## config.mk

```make
export PLATFORM = sky130hd
export DESIGN_NAME = arbiter_wrr_packet_hold
export DESIGN_NICKNAME = d
export VERILOG_FILES = /design/src/rtl/arbiter_wrr_packet_hold.sv
export SDC_FILE = /design/constraint.sdc
export NUM_CORES = 1
export LEC_CHECK = 0
export CAP_MARGIN = 10
export CELL_PAD_IN_SITES_DETAIL_PLACEMENT = 0
export CELL_PAD_IN_SITES_GLOBAL_PLACEMENT = 2
export CORE_MARGIN = 2
export CORE_UTILIZATION = 33
export DETAILED_ROUTE_END_ITERATION = 12
export GPL_TIMING_DRIVEN = 0
export PLACE_DENSITY = 0.82
export SYNTH_ARGS = -nofsm -noshare
export SYNTH_HDL_FRONTEND = slang
export SYNTH_SLANG_ARGS = --single-unit
```

## constraint.sdc

```tcl
create_clock -name clk -period 7.1 [get_ports clk]
set_input_delay 2.13 -clock clk [delete_from_list [all_inputs] [get_ports clk]]
set_output_delay 2.13 -clock clk [all_outputs]
set_load 0.005 [all_outputs]
```

## src/rtl/arbiter_wrr_packet_hold.sv

```systemverilog
// Weighted round-robin arbiter with optional packet locking (head flit to tail flit).
// A requester may complete up to its weight in packets in a row before priority rotates past it.
module arbiter_wrr_packet_hold #(
  parameter int NUM_REQS = 3,
  parameter int WEIGHT_W = 2,
  parameter bit HOLD_EN  = 1'b1,
  localparam int IDW = (NUM_REQS > 1) ? $clog2(NUM_REQS) : 1
) (
  input  logic                         clk,
  input  logic                         reset,
  input  logic [NUM_REQS-1:0]          requests,
  input  logic [NUM_REQS-1:0]          tail,
  input  logic                         advance,
  input  logic [NUM_REQS*WEIGHT_W-1:0] weights,
  output logic [NUM_REQS-1:0]          grants,
  output logic [IDW-1:0]               grant_id,
  output logic                         grant_valid,
  output logic                         locked
);

  typedef enum logic {IDLE = 1'b0, LOCKED = 1'b1} lock_t;

  lock_t               lock_q, lock_d;
  logic [IDW-1:0]      owner_q, owner_d;
  logic [IDW-1:0]      ptr_q, ptr_d;
  logic [IDW-1:0]      last_q, last_d;
  logic [WEIGHT_W-1:0] used_q, used_d;

  logic                scan_found;
  logic [IDW-1:0]      scan_id;
  logic                gnt_any;
  logic [IDW-1:0]      gnt_id;
  logic                fire;
  logic                tl;
  logic [WEIGHT_W-1:0] eff_w;
  logic [WEIGHT_W:0]   n_cnt;

  // Rotating priority scan starting at ptr_q, wrapping modulo NUM_REQS.
  always_comb begin : scan
    int idx;
    scan_found = 1'b0;
    scan_id    = '0;
    idx        = 0;
    for (int i = 0; i < NUM_REQS; i++) begin
      idx = (int'(ptr_q) + i) % NUM_REQS;
      if (!scan_found && requests[idx]) begin
        scan_found = 1'b1;
        scan_id    = IDW'(idx);
      end
    end
  end

  // Handshake: a grant is offered combinationally each cycle; the flit transfers
  // (fire) only when advance is high in a cycle with a grant. Grant does not wait on advance.
  always_comb begin
    gnt_any = 1'b0;
    gnt_id  = '0;
    if (lock_q == LOCKED) begin
      gnt_any = requests[owner_q];
      gnt_id  = owner_q;
    end else begin
      gnt_any = scan_found;
      gnt_id  = scan_id;
    end
  end

  assign fire = advance & gnt_any;
  assign tl   = tail[gnt_id] | ~HOLD_EN;

  always_comb begin
    lock_d  = lock_q;
    owner_d = owner_q;
    ptr_d   = ptr_q;
    last_d  = last_q;
    used_d  = used_q;
    eff_w   = weights[int'(gnt_id)*WEIGHT_W +: WEIGHT_W];
    if (eff_w == '0) eff_w = WEIGHT_W'(1);
    n_cnt   = (gnt_id == last_q) ? ({1'b0, used_q} + 1'b1) : (WEIGHT_W+1)'(1);
    if (fire) begin
      if (!tl) begin
        lock_d  = LOCKED;
        owner_d = gnt_id;
      end else begin
        // Packet complete: weight is only consulted here.
        lock_d = IDLE;
        last_d = gnt_id;
        if (n_cnt >= {1'b0, eff_w}) begin
          ptr_d  = (gnt_id == IDW'(NUM_REQS - 1)) ? '0 : gnt_id + IDW'(1);
          used_d = '0;
        end else begin
          ptr_d  = gnt_id;
          used_d = n_cnt[WEIGHT_W-1:0];
        end
      end
    end
  end

  always_ff @(posedge clk or posedge reset) begin
    if (reset) begin
      lock_q  <= IDLE;
      owner_q <= '0;
      ptr_q   <= '0;
      last_q  <= '0;
      used_q  <= '0;
    end else begin
      lock_q  <= lock_d;
      owner_q <= owner_d;
      ptr_q   <= ptr_d;
      last_q  <= last_d;
      used_q  <= used_d;
    end
  end

  // Outputs are held at zero for the whole reset assertion, not just after the edge.
  assign grant_valid = gnt_any & ~reset;
  assign grants      = grant_valid ? (NUM_REQS'(1) << gnt_id) : '0;
  assign grant_id    = grant_valid ? gnt_id : '0;
  assign locked      = (lock_q == LOCKED) & ~reset;

endmodule
```

==> results.md <==
* Yosys reg bits at 9
* Number of hold violations in the final report at 0
* Floorplan die area at a little under 0.004 mm²
* Clock latency on the worst-skew pair at around 0.27 ns
* Initial antenna violation count at 0
* Global placement routability congestion at approximately 0.76
* Root Driver: sky130_fd_sc_hd__clkbuf_4
* Crit path arrival time at about 4.5 ns
* Sequential cell area fraction in the yosys report at 0.197
* Static leakage power at between 0.0006 and 0.0007 µW
* Unrepaired setup endpoints after global routing: false
* Highest Clock Rate at around 150 MHz
* Number of maximum-capacitance constraint violations at 0
* Number of enable-type register cells in the synthesized netlist at 0
* Total track usage at 0.152
* Number of fillers in the final layout at 352
* Antenna diode count at 0
* Detailed-routed wire length on met2 at roughly 1300 µm
* Transition at the pin with the smallest max-transition slack at 0.658 ns
* First-pass GRT wire length at between 4000 and 5000 µm
* Initial standard-cell utilization of the core at 0.342
* Endpoint kind of the worst setup timing path: output pin
* IR Drop Worst-Case VDD at ~0.0002 V
* Deepest clock path buffer count at 2
* Area occupied by multi-input gates at approximately 800 µm²
* Hold-fix buffers at CTS at 0
* Power density of the placed cells at 418 mW/mm²
* Initial DRC count at 70
* Worst-case register-to-register setup slack at 2.97 ns
* Inserted Clock Buffers at 3
* Max Transition Viols Final at 0
* Status: finished, final reports clean
* Wire length on met1 at around 1300 µm
* Synth area leaders: sky130_fd_sc_hd__dfrtp_1 (20%), sky130_fd_sc_hd__ha_1 (5.5%), sky130_fd_sc_hd__mux2i_1 (4.4%)
* Post-Route WL at around 2800 µm
* Via total after detailed routing at between 1k and 1.5k
* Post-CTS repair timing setup buffer count at 0
* Synthesized netlist net count at 150
* Data required, critical path at ~5.0 ns
* Final core occ at 0.430
* Flip-flop and latch area at 225 µm²
* Final routed wire length divided by cell count at about 14 µm
* Routed vias/inst at ~5.5
* Post-synthesis async set-or-reset flop share at 1.00
* Largest net degree at the start of global routing at 11
* Number of primary I/O pins at 22
* Total length of routed met3 wires at ~92 µm
* Number of buffers inserted by port buffering at 21
* Worst slew margin relative to its limit at 0.562
* Clock Sink Count at 9
* Highest signal layer in the routed design: met4
* Worst clock skew at 0.00769 ns
* Synthesis-to-finish area growth at 25.8%
* Number of rows in the core area at 21
* Maximum fanout count along the critical path at 7
* Synthesized netlist cell count at between 100 and 150
* Overflow left after global routing at 0
* Post-cts resize count at 0
* Cells traversed along the worst timing path: clkdlybuf4s50_1 > nor2_1 > o21ai_1 > a21o_1 > a32oi_1 > nand2b_1 > nor3_1 > clkdlybuf4s50_1
* Drt drc at 0
* Primary FF master, synth: sky130_fd_sc_hd__dfrtp_1
* Final setup violation count at 0
* First-pass DRT Iterations at 4
* Worst-path cell with the longest stage delay: sky130_fd_sc_hd__a32oi_1
* Core area at around 0.0033 mm²
* Final HPWL from detailed placement at roughly 2200 µm
* Largest stage delay on the critical path at 0.55 ns
* Worst path most repeated cell: sky130_fd_sc_hd__clkdlybuf4s50_1
* Die width at 62.8 µm
* Final critical delay including setup and external delays at 6.66 ns
* Final layout net count at 176
* Clock tree from TritonCTS: built
* Warnings, synthesis at 0
* Clock-pin transition on the worst setup and hold timing paths at ~0.06 ns
* Avg Inst Size Synth at 8.78 µm²
* Proportion of layout cells with a drive suffix above 1 at 0.168
* Total Negative Setup Slacks at 0 ns
* Number of global-route vias before repair at approximately 1.1k
* Hold crit path type: flip-flop to flip-flop
* Final worst path period share at 0.938
* ANT nets after route at 0
* Area share of the largest cell type after synthesis at 0.197
* Start-to-end type of the worst setup path: input pin to output pin
* Library cell with the largest summed area after synthesis: sky130_fd_sc_hd__dfrtp_1
* Die Y-Extent at between 60 and 70 µm
* Yosys cell types at slightly below 60
* Startpoint type of the worst setup path: input pin
* Mapped cell area at ~0.0011 mm²
* Dpl ws at between 0.4 and 0.5 ns
* Final critical-path setup slack at ~0.44 ns
* H-tree levels at 1
## synth_stat cells, types with 3 or more instances
master and n:
sky130_fd_sc_hd__a31oi_1 5, sky130_fd_sc_hd__inv_1 13, sky130_fd_sc_hd__nand2_1 6, sky130_fd_sc_hd__nand3_1 8
sky130_fd_sc_hd__a21oi_1 4, sky130_fd_sc_hd__nor2_1 10, sky130_fd_sc_hd__o22ai_1 3, sky130_fd_sc_hd__buf_6 3
sky130_fd_sc_hd__o21ai_1 5, sky130_fd_sc_hd__ha_1 5, sky130_fd_sc_hd__dfrtp_1 9, sky130_fd_sc_hd__mux2i_1 5
## power by group
| part | internal (µW) | switching, µW |
|---|---|---|
| Clock | 21.7 | 19.5 |
| Combinational | 218 | 256 |
| Sequential | 68.9 | 16.1 |
## per-stage QoR
step | power [µW] | hold WS, ns | area, µm² | instances
2_1_floorplan | 450 | 0.502 | 1140 | 130
3_3_place_gp | 549 | 0.519 | 1410 | 197
3_5_place_dp | 557 | 0.536 | 1410 | 197
4_1_cts | 603 | 0.549 | 1440 | 201
5_1_grt | 659 | 0.566 | 1440 | 201
6_report | 601 | 0.546 | 1440 | 201
## metal layers
metal  vias to the layer above  GRT usage
li1                        543          -
met1                       516      0.196
met2                        34      0.265
met3                         5    0.00541
met4                         0     0.0667
met5                         -          0
## sequential cells by signal, indices dropped and copies added (netlist names)
name / flops
last_q: 2
lock_q: 1
ptr_q: 2
owner_q: 2
used_q: 2
## final timing paths
| check | start | endpoint | cells past startpoint |
|---|---|---|---|
| min | ptr_q[1] | ptr_q[1] | 1 |
| max reg2reg | ptr_q[0] | ptr_q[0] | 18 |
| min in group asynchronous | reset | owner_q[0] | 2 |
| max | requests[1] | grants[0] | 8 |
| max in group asynchronous | reset | ptr_q[1] | 2 |
| min reg2reg | ptr_q[1] | ptr_q[1] | 1 |
## logic make-up after synthesis
family | Yosys count | share of synthesized area
AO/OA/AOI/OAI | 44 | 0.330
flip-flops | 9 | 0.197
adder cells (fa/ha/maj) | 5 | 0.0548
buffers and inverters | 17 | 0.0833
multiplexers | 9 | 0.0899
XOR/XNOR | 1 | 0.00768
AND/OR/NAND/NOR | 45 | 0.237
## worst max-delay path, delay by kind of cell
family                 cells  cell delay [ns]
buffers and inverters      2             0.99
AOI/OAI and AO/OA          3             0.82
and+or+nand+nor            3             0.59
## cells in the final DEF, fill, tap and decap left out, types with 2 or more instances in the layout
master,n
sky130_fd_sc_hd__buf_6,3
sky130_fd_sc_hd__o21ai_1,5
sky130_fd_sc_hd__nand2_1,6
sky130_fd_sc_hd__clkbuf_4,3
sky130_fd_sc_hd__dfrtp_1,9
sky130_fd_sc_hd__ha_1,5
sky130_fd_sc_hd__o22ai_1,3
sky130_fd_sc_hd__nand3_1,8
sky130_fd_sc_hd__o21a_1,2
sky130_fd_sc_hd__nor2b_1,2
sky130_fd_sc_hd__a211o_1,2
sky130_fd_sc_hd__mux2_4,2
sky130_fd_sc_hd__nand2b_1,2
sky130_fd_sc_hd__mux2i_1,5
sky130_fd_sc_hd__a21oi_1,4
sky130_fd_sc_hd__nor2_1,10
sky130_fd_sc_hd__a31o_1,2
sky130_fd_sc_hd__clkdlybuf4s50_1,21
sky130_fd_sc_hd__nand4_1,2
sky130_fd_sc_hd__a31oi_1,5
sky130_fd_sc_hd__inv_1,13
sky130_fd_sc_hd__nor3_1,2
## final cells by class
cell class / instances / area share
Clock buffer: 4 / 0.0183
Timing Repair Buffer: 21 / 0.146
Tap cell: 46 / 0.0401
Multi-Input combinational cell: 104 / 0.572
Inverter: 13 / 0.0340
Sequential cell: 9 / 0.157
Buffer: 4 / 0.0323
Power figures use the tool's default switching activity.
